==> config.mk <==
export PLATFORM = sky130hd
export DESIGN_NAME = restoring_divider
export DESIGN_NICKNAME = d
export VERILOG_FILES = /design/src/rtl/soc_pkg.sv /design/src/rtl/ripplecarry_adder.sv /design/src/rtl/restoring_divider.sv
export SDC_FILE = /design/constraint.sdc
export NUM_CORES = 1
export LEC_CHECK = 0
export CAP_MARGIN = 40
export CORE_ASPECT_RATIO = 1.4
export CORE_UTILIZATION = 53
export CTS_BUF_LIST = sky130_fd_sc_hd__clkbuf_16
export DETAILED_ROUTE_END_ITERATION = 10
export PLACE_DENSITY = 0.81
export REMOVE_ABC_BUFFERS = 1
export SLEW_MARGIN = 20
export SYNTH_ARGS = -nofsm -noshare
export SYNTH_HDL_FRONTEND = slang
export SYNTH_SLANG_ARGS = --single-unit
==> constraint.sdc <==
create_clock -name clk -period 5.41 [get_ports clk]
set_clock_uncertainty 0.2 [all_clocks]
set_input_delay 0.541 -clock clk [delete_from_list [all_inputs] [get_ports clk]]
set_output_delay 0.541 -clock clk [all_outputs]
set_load 0.005 [all_outputs]
==> src/rtl/soc_pkg.sv <==
// Shared SoC datapath types: operand width, operand type, divider FSM states
// and the step counter type used by the restoring divider.
package soc_pkg;

    localparam int DATA_WIDTH = 8;

    typedef logic [DATA_WIDTH-1:0] data_t;
    typedef logic [$clog2(DATA_WIDTH+1)-1:0] count_t;

    typedef enum logic [1:0] {
        IDLE = 2'd0,
        CALC = 2'd1,
        DONE = 2'd2
    } div_state_t;

    // Counter value during the final restoring step of a division.
    localparam count_t LAST_STEP = count_t'(DATA_WIDTH - 1);

endpackage

==> src/rtl/ripplecarry_adder.sv <==
// Plain ripple-carry adder: o_sum = i_a + i_b + i_carry_in, with carry out.
// The divider reuses it as a subtractor via the ~(~a + b) identity.
module ripplecarry_adder #(
    parameter int WIDTH = 8
) (
    input  logic [WIDTH-1:0] i_a,
    input  logic [WIDTH-1:0] i_b,
    input  logic             i_carry_in,
    output logic [WIDTH-1:0] o_sum,
    output logic             o_carry_out
);

    logic [WIDTH:0] w_carry;

    assign w_carry[0] = i_carry_in;

    for (genvar g = 0; g < WIDTH; g++) begin : g_bit
        logic w_prop;
        assign w_prop       = i_a[g] ^ i_b[g];
        assign o_sum[g]     = w_prop ^ w_carry[g];
        assign w_carry[g+1] = (i_a[g] & i_b[g]) | (w_carry[g] & w_prop);
    end

    assign o_carry_out = w_carry[WIDTH];

endmodule

==> src/rtl/restoring_divider.sv <==
// Multi-cycle unsigned restoring divider with valid/ready handshakes.
// One quotient bit per clock; trial subtraction through ripplecarry_adder.
module restoring_divider
    import soc_pkg::*;
(
    input  logic  clk,
    input  logic  rst,
    input  logic  in_valid,
    output logic  in_ready,
    input  data_t dividend,
    input  data_t divisor,
    output logic  out_valid,
    input  logic  out_ready,
    output data_t quotient,
    output data_t remainder,
    output logic  div_by_zero
);

    div_state_t r_state;
    div_state_t w_next_state;

    data_t  r_q;
    data_t  r_r;
    data_t  r_d;
    count_t r_count;

    data_t  r_quotient;
    data_t  r_remainder;
    logic   r_div_by_zero;
    logic   r_out_valid;

    logic   w_in_ready;
    logic   w_accept;
    logic   w_handoff;
    logic   w_last_step;

    logic   w_msb;
    data_t  w_t;
    data_t  w_sum;
    logic   w_lt;
    data_t  w_diff;
    logic   w_take;
    data_t  w_r_next;
    data_t  w_q_next;

    // One restoring step: shift {R,Q} left and trial-subtract D from the new R.
    assign w_msb = r_r[DATA_WIDTH-1];
    assign w_t   = {r_r[DATA_WIDTH-2:0], r_q[DATA_WIDTH-1]};

    ripplecarry_adder #(
        .WIDTH (DATA_WIDTH)
    ) u_trial_sub (
        .i_a         (~w_t),
        .i_b         (r_d),
        .i_carry_in  (1'b0),
        .o_sum       (w_sum),
        .o_carry_out (w_lt)
    );

    // A set msb means the shifted remainder exceeds 2^N > D, so subtract regardless.
    assign w_diff   = ~w_sum;
    assign w_take   = w_msb | ~w_lt;
    assign w_r_next = w_take ? w_diff : w_t;
    assign w_q_next = {r_q[DATA_WIDTH-2:0], w_take};

    // State register.
    always_ff @(posedge clk or posedge rst) begin
        if (rst) begin
            r_state <= IDLE;
        end else begin
            r_state <= w_next_state;
        end
    end

    // Next-state logic.
    always_comb begin
        w_next_state = r_state;
        case (r_state)
            IDLE: begin
                if (w_accept) begin
                    w_next_state = (divisor == {DATA_WIDTH{1'b0}}) ? DONE : CALC;
                end else begin
                    w_next_state = IDLE;
                end
            end
            CALC: begin
                w_next_state = w_last_step ? DONE : CALC;
            end
            DONE: begin
                w_next_state = w_handoff ? IDLE : DONE;
            end
            default: begin
                w_next_state = IDLE;
            end
        endcase
    end

    // Handshake and control decode from the current state.
    always_comb begin
        w_in_ready  = 1'b0;
        w_accept    = 1'b0;
        w_handoff   = 1'b0;
        w_last_step = 1'b0;
        case (r_state)
            IDLE: begin
                w_in_ready = ~rst;
                w_accept   = in_valid;
            end
            CALC: begin
                w_last_step = (r_count == LAST_STEP);
            end
            DONE: begin
                w_handoff = r_out_valid & out_ready;
            end
            default: begin
                w_in_ready = 1'b0;
            end
        endcase
    end

    // Working registers and registered result outputs.
    always_ff @(posedge clk or posedge rst) begin
        if (rst) begin
            r_q           <= {DATA_WIDTH{1'b0}};
            r_r           <= {DATA_WIDTH{1'b0}};
            r_d           <= {DATA_WIDTH{1'b0}};
            r_count       <= count_t'(0);
            r_quotient    <= {DATA_WIDTH{1'b0}};
            r_remainder   <= {DATA_WIDTH{1'b0}};
            r_div_by_zero <= 1'b0;
            r_out_valid   <= 1'b0;
        end else begin
            case (r_state)
                IDLE: begin
                    if (w_accept) begin
                        r_q     <= dividend;
                        r_d     <= divisor;
                        r_r     <= {DATA_WIDTH{1'b0}};
                        r_count <= count_t'(0);
                        if (divisor == {DATA_WIDTH{1'b0}}) begin
                            r_quotient    <= {DATA_WIDTH{1'b1}};
                            r_remainder   <= dividend;
                            r_div_by_zero <= 1'b1;
                        end
                    end
                end
                CALC: begin
                    r_q     <= w_q_next;
                    r_r     <= w_r_next;
                    r_count <= r_count + count_t'(1);
                    if (w_last_step) begin
                        r_quotient    <= w_q_next;
                        r_remainder   <= w_r_next;
                        r_div_by_zero <= 1'b0;
                        r_out_valid   <= 1'b1;
                    end
                end
                DONE: begin
                    // Divide-by-zero enters DONE straight from IDLE; valid follows one edge later.
                    if (w_handoff) begin
                        r_out_valid <= 1'b0;
                    end else if (!r_out_valid) begin
                        r_out_valid <= 1'b1;
                    end
                end
                default: begin
                    r_out_valid <= 1'b0;
                end
            endcase
        end
    end

    assign in_ready    = w_in_ready;
    assign out_valid   = r_out_valid;
    assign quotient    = r_quotient;
    assign remainder   = r_remainder;
    assign div_by_zero = r_div_by_zero;

endmodule

# == Word level (Yosys, flattened, before mapping) ==
# Cells that the tools add are included.
# totals
reg_bits,48
# op_classes
n_reduce_logical,7
n_mux,31
addsub,1
n_eq_ne,6
n_bitwise,44
# op_table
cell,count
2-to-1 mux 8 bit,9
case mux 8 bit (2 select lines),4
AND 1 bit,16
inverter 8 bit,2
bitwise XOR 1 bit,15
2-to-1 mux 1 bit,9
logical NOT 8 bit,1
2-to-1 mux 2 bit,4
bitwise OR 1 bit,8
case mux 4 bit (2 select lines),1
inequality test 2 bit (second input constant),3
case mux 2 bit (3 select lines),1
AND reduction 2 bit,3
adder 4 x 1 -> 4 bit (second input constant),1
equality test 4 x 3 -> 1 bit (second input constant),1
2-to-1 mux 4 bit,1
AND reduction 4 bit,1
inverter 1 bit,3
case mux 1 bit (3 select lines),1
equality test 2 x 1 -> 1 bit (second input constant),1
equality test 2 bit (second input constant),1
logical NOT 2 bit,1
case mux 1 bit (2 select lines),1
nonzero test 2 bit,1

# == Logic depth before layout (Yosys ltp) ==
# Gate-level depths: netlist (run 1).
# logic_depth
ltp_word,21
depth_mapped,15
depth_no_buf,14

# == Hierarchy ==
# From an unflattened synthesis (run 1), not the netlist that was laid out.
# unflattened
hier_cells,240
hier_area_um2,2582.5
# modules_own_cells
module,n_inst,cells_per_inst,area_each_um2
restoring_divider,1,222,2384.8
ripplecarry_adder,1,18,197.7

# == Worst setup path after synthesis (run 1) ==
# OpenSTA, ideal clock, no wires.
# synth_timing
path_kind,register -> register
start,register r_q[7]
end,register r_remainder[0] (netlist: remainder[0])
path_slack_ps,1357
setup_time_ps,64
stages_incl_launch_ff,16
required_ps,5146
arrival_ps,3789
path_cell_list,dfrtp_1 > inv_1 > ha_1 > fa_1 > fa_1 > fa_1 > fa_1 > fa_1 > fa_1 > inv_1 > fa_1 > or2_2 > clkbuf_1 > o21ai_0 > a21oi_1 > mux2_4
# synth_via
elab_chain_len,21
# synth_rtl
element,line,text
"start, declared",restoring_divider.sv:22,data_t r_q;
"start signal, assigned",restoring_divider.sv:124,r_q <= {DATA_WIDTH{1'b0}};
"start signal, assigned",restoring_divider.sv:136,r_q <= dividend;
"start signal, assigned",restoring_divider.sv:148,r_q <= w_q_next;
inverter 8 bit,restoring_divider.sv:53,".i_a (~w_t),"
AND 1 bit (2 in a row),ripplecarry_adder.sv:21,assign w_carry[g+1] = (i_a[g] & i_b[g]) | (w_carry[g] & w_prop);
bitwise OR 1 bit,ripplecarry_adder.sv:21,
AND 1 bit,ripplecarry_adder.sv:21,
bitwise OR 1 bit,ripplecarry_adder.sv:21,
AND 1 bit,ripplecarry_adder.sv:21,
bitwise OR 1 bit,ripplecarry_adder.sv:21,
AND 1 bit,ripplecarry_adder.sv:21,
[4 not listed],n/a,
bitwise OR 1 bit,ripplecarry_adder.sv:21,
AND 1 bit,ripplecarry_adder.sv:21,
bitwise OR 1 bit,ripplecarry_adder.sv:21,
inverter 1 bit,restoring_divider.sv:62,assign w_take = w_msb | ~w_lt;
bitwise OR 1 bit,restoring_divider.sv:62,
2-to-1 mux 8 bit (*),restoring_divider.sv:63,assign w_r_next = w_take ? w_diff : w_t;
2-to-1 mux 8 bit (*),restoring_divider.sv:151,if (w_last_step) begin
case mux 8 bit (2 select lines) (*),restoring_divider.sv:133,case (r_state)
"end signal, assigned",restoring_divider.sv:129,r_remainder <= {DATA_WIDTH{1'b0}};
"end signal, assigned",restoring_divider.sv:142,r_remainder <= dividend;
"end signal, assigned",restoring_divider.sv:153,r_remainder <= w_r_next;
"end, declared",restoring_divider.sv:28,data_t r_remainder;
# Mark *: on every way between the ends. The rest lies on a longest branch, timed or not. The select of a mux whose other input is x is not followed.
# A chain may end at the register's enable or synchronous reset.

# == Final worst setup path (run 1) ==
# layout_timing
start,register r_q[7]
end,register r_remainder[7] (netlist: remainder[7])
# layout_via
elab_chain_len,21
# layout_rtl
element,line
inverter 8 bit (*),restoring_divider.sv:53
AND 1 bit (*) (2 in a row),ripplecarry_adder.sv:21
bitwise OR 1 bit (*),ripplecarry_adder.sv:21
AND 1 bit (*),ripplecarry_adder.sv:21
bitwise OR 1 bit (*),ripplecarry_adder.sv:21
AND 1 bit (*),ripplecarry_adder.sv:21
bitwise OR 1 bit (*),ripplecarry_adder.sv:21
AND 1 bit (*),ripplecarry_adder.sv:21
[4 not listed],n/a
bitwise OR 1 bit (*),ripplecarry_adder.sv:21
AND 1 bit,ripplecarry_adder.sv:21
bitwise OR 1 bit,ripplecarry_adder.sv:21
inverter 1 bit,restoring_divider.sv:62
bitwise OR 1 bit,restoring_divider.sv:62
2-to-1 mux 8 bit (*),restoring_divider.sv:63
2-to-1 mux 8 bit (*),restoring_divider.sv:151
case mux 8 bit (2 select lines) (*),restoring_divider.sv:133
# Marked as above.

==> reports/metrics.cfg, run 1 <==
[floorplan]
core_um2=4536
dieArea_um2=4999
pin_count=39
chipHeight_um=83.26
die_x_um=60.05
rows=29
start_util_pct=55.12

[worst_setup_path]
worst_ep_required_time_ns=5.38
critical_path_arrival_ns=4.17
worstReg2RegEnd=remainder[7]$_DFFE_PP0P_
cp-end-kind=flop
worstRegToRegCells=13
r2r-start=r_q[7]$_DFFE_PP0P_
cp-start-kind=flop
path_class=flop to flop
r2r_slack_ns=1.21
path_max_fanout=3

[routing]
antenna_left=0
num_vias=1775
viasPerCell=5.251
routed_wl_mm=4.555
drcViolationCount=0
dr.pass1.iters=5
post_drt_wl_per_cell_um=13.48
drtIter0Drc=32

[sta]
tns_ns=0
hold_viol=0
fin_crit_ns=4.198
rsz0062_at_grt=no
slew_viol_final=0
tightest_slew_ns=0.8243
worst_slack_ns=1.212
setup_viol=0
slew_headroom_pct=45.05
period_share_pct=77.60
max_clock_freq_ghz=0.2382

[cts]
clock_latency_ns=0.29
clk_path_buf_depth=2
post_cts_buffers=0
cts.sinks=48
cts_resized=0
cts_buffers=5
cts_root_buf=clkbuf_16
h-tree-depth=2
holdBufCountCts=0
path_clk_slew_ns=0.07
cts_tree=yes

[pwr]
leakagePower_nw=1.376
vdd_ir_drop_max_uv=309.9
power_density_nw_per_um2=654.7

[run]
drv_cap=0

[final_layout]
final_common_cell=dfrtp_1
n_fill_cell=342
syn_to_final_growth_pct=23.07
multiInputGateArea_um2=1167
drive_gt1_share_pct=10.87
final_cell_mix=dfrtp_1, clkdlybuf4s50_1, nand2_1, o21ai_0, inv_1
regArea_um2=1201
post-route-cell-area_um2=3077
nets=308
antenna_cells=0

[synth]
synth_area_um2=2500
synth-compound-area-share_pct=11.01
syn_avg_cell_area_um2=10.42
yosys_warnings=0
synth-xor-area-share_pct=0
synthCells=240
synth.distinct_cells=31
synthAdderAreaFrac_pct=8.609
synthSimpleGateAreaFrac_pct=14.71
muxShareOfSynthArea_pct=12.21
synth_top_family_by_area=simple AND/OR/NAND/NOR gates
ys_seq_elements=48
ys_seq_area_share_pct=48.05

[global_route]
top_usage_layer=met2
grt_use_met2_pct=34.34
grt_use_met3_pct=3.271
met1_usage_pct=28.68
gr-total-overflow=0
grt_pass1_wl_mm=8.155
antenna_found_initial=0
grt_max_degree=48
grt_pass1_vias=1804
grt_use_total_pct=21.39

[place]
place_worst_setup_slack_ns=1.239
globalplace.congestion=0.7719
post-dp-hpwl_mm=3.317
place_area_um2=2933
portBuffers=38

[hold_path]
min_to=quotient[1]$_DFFE_PP0P_
hold_path_class=flop to flop
worstHoldStart=quotient[1]$_DFFE_PP0P_
hold_depth=1

[run_status]
status=complete, no violations

-- stage by stage --
step	hold slack [ns]	utilization [%]	cells	power, mW
floorplan	0.2498	-	227	1.367
global placement	0.2651	64.22	329	1.676
detailed placement	0.2754	64.66	330	1.720
CTS	0.2957	67.83	338	2.027
global route	0.3179	67.83	338	2.212
finish	0.2922	67.83	338	2.014
-- flip-flops by register name (all words and copies together) (netlist names) --
signal / cells
r_q: 8
r_d: 8
r_count: 4
quotient: 8
out_valid: 1
div_by_zero: 1
remainder: 8
r_r: 8
r_state: 2
-- power by group --
part	total, mW	leakage [nW]	switching (mW)	internal, mW
registers	0.652	0.586	0.114	0.539
logic	1.06	0.727	0.543	0.518
clock network	0.301	0.0635	0.132	0.170
total	2.01	1.38	0.789	1.23
-- area by class of cell --
cell class | count | share of cell area (%)
Tap cell | 62 | 2.521
Clock inverter | 3 | 0.6100
Inverter | 19 | 2.318
Clock buffer | 5 | 4.067
Multi-Input combinational cell | 160 | 37.94
Sequential cell | 48 | 39.04
Timing Repair Buffer | 41 | 13.50
-- critical path, stage by stage, from the launching register on --
cell     delay, ns
dfrtp_1       0.36
inv_1         0.05
ha_1          0.20
fa_1          0.38
fa_1          0.39
fa_1          0.39
fa_1          0.38
fa_1          0.40
fa_1          0.38
inv_1         0.08
fa_1          0.44
nand2_1       0.08
a31oi_1       0.08
mux2_4        0.28
-- cell usage after synthesis, drive strengths merged --
cell    count  share of area (%)
a211o       1               0.35
nor4        2                1.7
nand4       1               0.25
or3         1               0.25
nor2        6               0.90
inv        19                2.9
ha          6                3.0
fa          7                5.6
nand3b      1               0.30
mux2i       8                3.2
nand4b      1               0.35
o21ai      23                4.6
buf         2               0.90
a21oi       9                1.8
o21a        1               0.30
clkbuf     11                1.7
nand3       7                1.4
nand2b      8                2.0
o22ai       1               0.25
a32o        1               0.40
or2         1               0.25
nor2b       7                1.8
dfrtp      48                 48
a31oi       9                2.3
a22o        1               0.35
nand2      37                5.6
a21bo       1               0.40
mux2       19                9.0
a22oi       1               0.30
-- how the worst max path moves through the flow --
stage,startpoint,to,cells after the start
final,r_q[7]$_DFFE_PP0P_,remainder[7]$_DFFE_PP0P_,13
after global routing,r_q[7]$_DFFE_PP0P_,remainder[0]$_DFFE_PP0P_,14
after CTS,r_q[7]$_DFFE_PP0P_,remainder[7]$_DFFE_PP0P_,13
after detailed placement,r_q[7]$_DFFE_PP0P_,remainder[7]$_DFFE_PP0P_,13
after global placement,r_q[7]$_DFFE_PP0P_,remainder[7]$_DFFE_PP0P_,13
after floorplan,r_q[7]$_DFFE_PP0P_,remainder[7]$_DFFE_PP0P_,13
-- routing by layer --
layer	vias to the layer above	wire (µm)
met5	-	0
met4	0	93
met3	7	148
met2	39	2238
met1	849	2076
li1	880	-
-- cells by family after synthesis --
| family | Yosys count |
|---|---|
| multiplexers | 27 |
| AND/OR/NAND/NOR | 72 |
| adder cells (fa/ha/maj) | 13 |
| AO/OA/AOI/OAI | 48 |
| flip-flops | 48 |
| buffers and inverters | 32 |
(Power assumes the default switching activity.)
==> run 2, diff against run 1 <==
--- a/config.mk
+++ b/config.mk
@@ -7,10 +7,10 @@
 export LEC_CHECK = 0
 export CAP_MARGIN = 40
 export CORE_ASPECT_RATIO = 1.4
-export CORE_UTILIZATION = 53
+export CORE_UTILIZATION = 48
 export CTS_BUF_LIST = sky130_fd_sc_hd__clkbuf_16
 export DETAILED_ROUTE_END_ITERATION = 10
-export PLACE_DENSITY = 0.81
+export PLACE_DENSITY = 0.77
 export REMOVE_ABC_BUFFERS = 1
 export SLEW_MARGIN = 20
 export SYNTH_ARGS = -nofsm -noshare
==> constraint.sdc (replaced) <==
create_clock -name clk -period 3.71 [get_ports clk]
set_clock_uncertainty 0.2 [all_clocks]
set_input_delay 0.371 -clock clk [delete_from_list [all_inputs] [get_ports clk]]
set_output_delay 0.371 -clock clk [all_outputs]
set_load 0.005 [all_outputs]
==> reports/metrics.cfg, run 2 (synthesized netlist as in run 1, its figures left out) <==
[sta]
period_share_pct=107.8  ; was 77.60%
tightest_slew_ns=0.4220  ; was 0.8243 ns
slew_headroom_pct=71.87  ; was 45.05%
worst_slack_ns=-0.2907  ; was 1.212 ns
setup_viol=18  ; was 0
tns_ns=-2.690  ; was 0 ns
slew_viol_final=0  ; unchanged
rsz0062_at_grt=yes  ; was no
hold_viol=0  ; unchanged
fin_crit_ns=4.001  ; was 4.198 ns
max_clock_freq_ghz=0.2500  ; was 0.2382 GHz

[worst_setup_path]
critPathBufInv=2  ; unchanged
cp-start-kind=flop  ; unchanged
startpoint=r_q[7]$_DFFE_PP0P_  ; unchanged
worstRegToRegCells=13  ; unchanged
cpMaxStageDelayCell=fa_2  ; was fa_1
crit_path_frequent_cell=fa_2  ; was fa_1
worst_ep_required_time_ns=3.68  ; was 5.38 ns
cp-end-kind=flop  ; unchanged
path_class=flop to flop  ; unchanged
crit_cells=13  ; unchanged
r2r-start=r_q[7]$_DFFE_PP0P_  ; unchanged
r2r_slack_ns=-0.29  ; was 1.21 ns
worstReg2RegEnd=remainder[7]$_DFFE_PP0P_  ; unchanged
critical_path.endpoint=remainder[7]$_DFFE_PP0P_  ; unchanged
critical_path_arrival_ns=3.97  ; was 4.17 ns
critPathTopFamily=adder cells  ; unchanged
slowest_delay_ns=0.43  ; was 0.44 ns
worstPathCellList=inv_2, ha_4, fa_2, fa_2, fa_2, fa_2, fa_2, fa_2, inv_2, fa_2, nand2_1, a31oi_1, mux2_4  ; was inv_1, ha_1, fa_1, fa_1, fa_1, fa_1, fa_1, fa_1, inv_1, fa_1, nand2_1, a31oi_1, mux2_4
path_max_fanout=3  ; unchanged

[global_route]
grt_max_degree=44  ; was 48
grt_pass1_wl_mm=7.983  ; was 8.155 mm
antenna_found_initial=0  ; unchanged
grt_pass1_vias=1698  ; was 1804
gr-total-overflow=0  ; unchanged
grt_use_total_pct=18.72  ; was 21.39%

[floorplan]
rows=30  ; was 29
die_x_um=62.99  ; was 60.05 µm
chipHeight_um=87.39  ; was 83.26 µm
dieArea_um2=5505  ; was 4999 µm²
core_um2=4917  ; was 4536 µm²
start_util_pct=50.84  ; was 55.12%
pin_count=39  ; unchanged

[cts]
cts_tree=yes  ; unchanged
cts_root_buf=clkbuf_16  ; unchanged
clk_path_buf_depth=2  ; unchanged
h-tree-depth=2  ; unchanged
cts.sinks=48  ; unchanged
cts_buffers=5  ; unchanged
clock_latency_ns=0.28  ; was 0.29 ns
path_clk_slew_ns=0.06  ; was 0.07 ns

[run]
drv_cap=0  ; unchanged

[pwr]
vdd_ir_drop_max_uv=457.3  ; was 309.9 µV
power_density_nw_per_um2=1032  ; was 654.7 nW/µm²
power_mw=3.367  ; was 2.014 mW
leakagePower_nw=1.453  ; was 1.376 nW

[run_status]
status=complete, but fails checks  ; was complete, no violations
violations=negative setup slack

[final_layout]
nets=314  ; was 308
utilization_pct=66.36  ; was 67.83%
drive_gt1_share_pct=20.57  ; was 10.87%
final_cells=346  ; was 338
n_fill_cell=373  ; was 342
final_cell_mix=dfrtp_1, clkdlybuf4s50_1, nand2_1, inv_1, o21ai_0  ; was dfrtp_1, clkdlybuf4s50_1, nand2_1, o21ai_0, inv_1
final_common_cell=dfrtp_1  ; unchanged
syn_to_final_growth_pct=30.53  ; was 23.07%
antenna_cells=0  ; unchanged

[hold_path]
hold_path_class=input pin to asynchronous set/reset pin  ; was flop to flop

[place]
dp.cells=336  ; was 330
post-dp-hpwl_mm=3.356  ; was 3.317 mm
place_worst_setup_slack_ns=-0.4715  ; was 1.239 ns
globalplace.congestion=0.7625  ; was 0.7719
portBuffers=38  ; unchanged

[routing]
dr.pass1.iters=4  ; was 5
antenna_left=0  ; unchanged
post_drt_wl_per_cell_um=13.72  ; was 13.48 µm
routed_wl_mm=4.748  ; was 4.555 mm
viasPerCell=5.225  ; was 5.251
num_vias=1808  ; was 1775
drcViolationCount=0  ; unchanged
drtIter0Drc=88  ; was 32

==> run 2: changes by cell type in the layout (fill, tap and decap cells not counted), moves of 3 or more <==
cell,change
nand2_1,-7
o21ai_0,-10
o21ai_2,+3
fa_1,-7
fa_2,+7
nand2_4,+5
buf_4,+4
o21ai_1,+7
==> run 2: cell type report <==
type                    count  area, µm²  area share, %
multi-input cells         160       1266          38.80
flip-flops and latches     48       1201          36.81
repair buffers             47      480.5          14.72
clock buffers               5      125.1          3.834
well taps                  64      80.08          2.454
inverters                  19      71.32          2.186
clock inverters             3      38.79          1.189
==> run 2: through the flow <==
step / instance area [µm²] / hold WS [ns]
3_5_place_dp: 2978 / 0.2745
5_1_grt: 3263 / 0.2116
2_1_floorplan: 2436 / 0.2498
3_3_place_gp: 2958 / 0.2651
4_1_cts: 3223 / 0.2046
6_report: 3263 / 0.1944
==> run 2: worst min path at each step <==
stage | endpoint | depth (start not counted)
3_3_place_gp | r_r[3]$_DFFE_PP0P_ | 2
6_report | out_valid$_DFFE_PP0P_ | 2
3_5_place_dp | r_r[0]$_DFFE_PP0P_ | 2
4_1_cts | out_valid$_DFFE_PP0P_ | 2
2_1_floorplan | r_r[0]$_DFFE_PP0P_ | 2
5_1_grt | out_valid$_DFFE_PP0P_ | 2
==> run 2: power breakdown <==
group | switching (mW) | internal [mW] | total (mW) | leakage, nW
clock network | 0.181 | 0.314 | 0.495 | 0.0850
registers | 0.179 | 0.786 | 0.965 | 0.586
logic | 0.933 | 0.974 | 1.91 | 0.782
==> run 2: layer usage <==
| metal | vias to the layer above | global-route usage (%) | wire length (µm) | part of all wire (%) |
|---|---|---|---|---|
| li1 | 893 | - | - | - |
| met1 | 877 | 25.11 | 2108 | 44 |
| met2 | 34 | 31.28 | 2481 | 52 |
| met3 | 4 | 3.141 | 112 | 2.4 |
| met4 | 0 | 5.074 | 46 | 0.97 |
| met5 | - | 0 | 0 | 0 |
==> run 2: repair_timing <==
action / 4_1_cts / 5_1_grt
gates resized for setup: 34 / 6
pin swaps: 14 / 13
buffers inserted: 1 / 0
endpoints found under the setup margin: 18 / 18
hold buffers: 0 / 0
cloned: 0 / 0
==> run 3, diff against run 2 <==
--- a/config.mk
+++ b/config.mk
@@ -5,12 +5,12 @@
 export SDC_FILE = /design/constraint.sdc
 export NUM_CORES = 1
 export LEC_CHECK = 0
-export CAP_MARGIN = 40
 export CORE_ASPECT_RATIO = 1.4
-export CORE_UTILIZATION = 48
+export CORE_UTILIZATION = 53
 export CTS_BUF_LIST = sky130_fd_sc_hd__clkbuf_16
+export CTS_CLUSTER_SIZE = 8
 export DETAILED_ROUTE_END_ITERATION = 10
-export PLACE_DENSITY = 0.77
+export PLACE_DENSITY = 0.81
 export REMOVE_ABC_BUFFERS = 1
 export SLEW_MARGIN = 20
 export SYNTH_ARGS = -nofsm -noshare
==> constraint.sdc (replaced) <==
create_clock -name clk -period 4.4 [get_ports clk]
set_clock_uncertainty 0.2 [all_clocks]
set_input_delay 0.44 -clock clk [delete_from_list [all_inputs] [get_ports clk]]
set_output_delay 0.44 -clock clk [all_outputs]
set_load 0.005 [all_outputs]
==> reports/metrics.cfg, run 3 (synthesized netlist as in run 1, its figures left out) <==
[run_status]
status=complete, no violations  ; was complete, but fails checks

[global_route]
gr-total-overflow=0  ; unchanged
grt_pass1_wl_mm=8.073  ; was 7.983 mm
antenna_found_initial=0  ; unchanged
grt_max_degree=49  ; was 44
grt_pass1_vias=1788  ; was 1698
grt_use_total_pct=21.41  ; was 18.72%

[worst_setup_path]
path_class=flop to flop  ; unchanged
critPathBufInv=2  ; unchanged
worst_ep_required_time_ns=4.37  ; was 3.68 ns
cpMaxStageDelayCell=fa_1  ; was fa_2
crit_path_frequent_cell=fa_1  ; was fa_2
cp-end-kind=flop  ; unchanged
worstPathCellList=inv_1, ha_1, fa_1, fa_1, fa_1, fa_1, fa_1, fa_1, inv_1, fa_1, nand2_1, a31oi_1, mux2_4  ; was inv_2, ha_4, fa_2, fa_2, fa_2, fa_2, fa_2, fa_2, inv_2, fa_2, nand2_1, a31oi_1, mux2_4
path_max_fanout=3  ; unchanged
critical_path_arrival_ns=4.16  ; was 3.97 ns
cp-start-kind=flop  ; unchanged
critPathTopFamily=adder cells  ; unchanged
slowest_delay_ns=0.44  ; was 0.43 ns

[cts]
cts_buffers=5  ; unchanged
holdBufCountCts=0  ; unchanged
cts_tree=yes  ; unchanged
cts_root_buf=clkbuf_16  ; unchanged
clock_latency_ns=0.29  ; was 0.28 ns
post_cts_buffers=0  ; was 1
cts.sinks=48  ; unchanged
cts_resized=0  ; was 34
h-tree-depth=2  ; unchanged
path_clk_slew_ns=0.06  ; about the same
clk_path_buf_depth=2  ; unchanged

[final_layout]
nets=307  ; was 314
drive_gt1_share_pct=10.55  ; was 20.57%
final_common_cell=dfrtp_1  ; unchanged
syn_to_final_growth_pct=23.07  ; was 30.53%
utilization_pct=67.83  ; was 66.36%
final_cells=337  ; was 346
antenna_cells=0  ; unchanged
final_cell_mix=dfrtp_1, clkdlybuf4s50_1, nand2_1, o21ai_0, inv_1  ; was dfrtp_1, clkdlybuf4s50_1, nand2_1, inv_1, o21ai_0

[sta]
fin_crit_ns=4.192  ; was 4.001 ns
period_share_pct=95.28  ; was 107.8%
slew_viol_final=0  ; unchanged
slew_headroom_pct=34.80  ; was 71.87%
rsz0062_at_grt=no  ; was yes
setup_viol=0  ; was 18
tns_ns=0  ; was -2.690 ns
max_clock_freq_ghz=0.2385  ; was 0.2500 GHz
hold_viol=0  ; unchanged
tightest_slew_ns=0.9765  ; was 0.4220 ns

[routing]
top_signal_layer_used=met4  ; unchanged
met2_length_mm=2.231  ; was 2.481 mm
routed-wl-met3_um=207  ; was 112 µm
antenna_left=0  ; unchanged
num_vias=1786  ; was 1808
drcViolationCount=0  ; unchanged
drtIter0Drc=65  ; was 88
drt-met1-wl_mm=2.015  ; was 2.108 mm
dr.pass1.iters=5  ; was 4
viasPerCell=5.300  ; was 5.225
routed_wl_mm=4.536  ; was 4.748 mm
post_drt_wl_per_cell_um=13.46  ; was 13.72 µm

[place]
portBuffers=38  ; unchanged
globalplace.congestion=0.7719  ; was 0.7625
dp.cells=329  ; was 336
post-dp-hpwl_mm=3.226  ; was 3.356 mm

[run]
drv_cap=0  ; unchanged

[floorplan]
dieArea_um2=4999  ; was 5505 µm²
chipHeight_um=83.26  ; was 87.39 µm
die_x_um=60.05  ; was 62.99 µm
pin_count=39  ; unchanged
core_um2=4536  ; was 4917 µm²
start_util_pct=55.12  ; was 50.84%
rows=29  ; was 30

[pwr]
leakagePower_nw=1.388  ; was 1.453 nW
power_density_nw_per_um2=819.8  ; was 1032 nW/µm²
vdd_ir_drop_max_uv=408.5  ; was 457.3 µV

[hold_path]
hold_path_class=flop to flop  ; was input pin to asynchronous set/reset pin

run 3: cell types whose count changed in the layout (fill, tap and decap cells not counted), sizes merged:
cell  before  now
buf        9    2
run 3: through the flow:
| step | power (mW) | setup WS (ns) | hold slack, ns | area (µm²) |
|---|---|---|---|---|
| after floorplan | 1.680 | 0.3224 | 0.2498 | 2436 |
| after global placement | 2.061 | 0.2758 | 0.2651 | 2913 |
| after detailed placement | 2.113 | 0.2324 | 0.2754 | 2913 |
| after CTS | 2.541 | 0.2204 | 0.2897 | 3077 |
| after global routing | 2.773 | 0.002645 | 0.3172 | 3077 |
| final | 2.522 | 0.2076 | 0.2875 | 3077 |
run 3: where the power goes:
group / internal [mW] / switching (mW) / total (mW)
clock network: 0.265 / 0.155 / 0.420
logic: 0.635 / 0.667 / 1.30
registers: 0.662 / 0.138 / 0.801
run 3: layer usage:
layer  track usage [%]  vias to the layer above
li1                  -                      877
met1             29.77                      846
met2             32.93                       57
met3             4.206                        6
met4             7.611                        0
met5                 0                        -
run 3: path summary, 6_finish.rpt:
kind / from / endpoint / slack [ns] / depth (start not counted)
max: r_q[7]$_DFFE_PP0P_ / remainder[7]$_DFFE_PP0P_ / 0.21 / 13
min: r_r[4]$_DFFE_PP0P_ / r_r[4]$_DFFE_PP0P_ / 0.29 / 2
max reg2reg: r_q[7]$_DFFE_PP0P_ / remainder[7]$_DFFE_PP0P_ / 0.21 / 13
min reg2reg: r_r[4]$_DFFE_PP0P_ / r_r[4]$_DFFE_PP0P_ / 0.29 / 2
max in group asynchronous: rst / r_q[2]$_DFFE_PP0P_ / 2.86 / 2
min in group asynchronous: rst / r_count[1]$_DFFE_PP0P_ / 0.53 / 2
run 3: layout make-up:
cell class	count	area, µm²
Multi-Input combinational cell	160	1167
Tap cell	62	77.57
Sequential cell	48	1201
Clock buffer	5	125.1
Fill cell	357	1459
Inverter	19	71.32
Timing Repair Buffer	40	395.4
Clock inverter	3	38.79
run 3: worst min-delay path: cells and delay by family, from the launching register on:
kind	cells	cell delay (ns)
simple gates	1	0.05
compound gates	1	0.06
flops	1	0.35
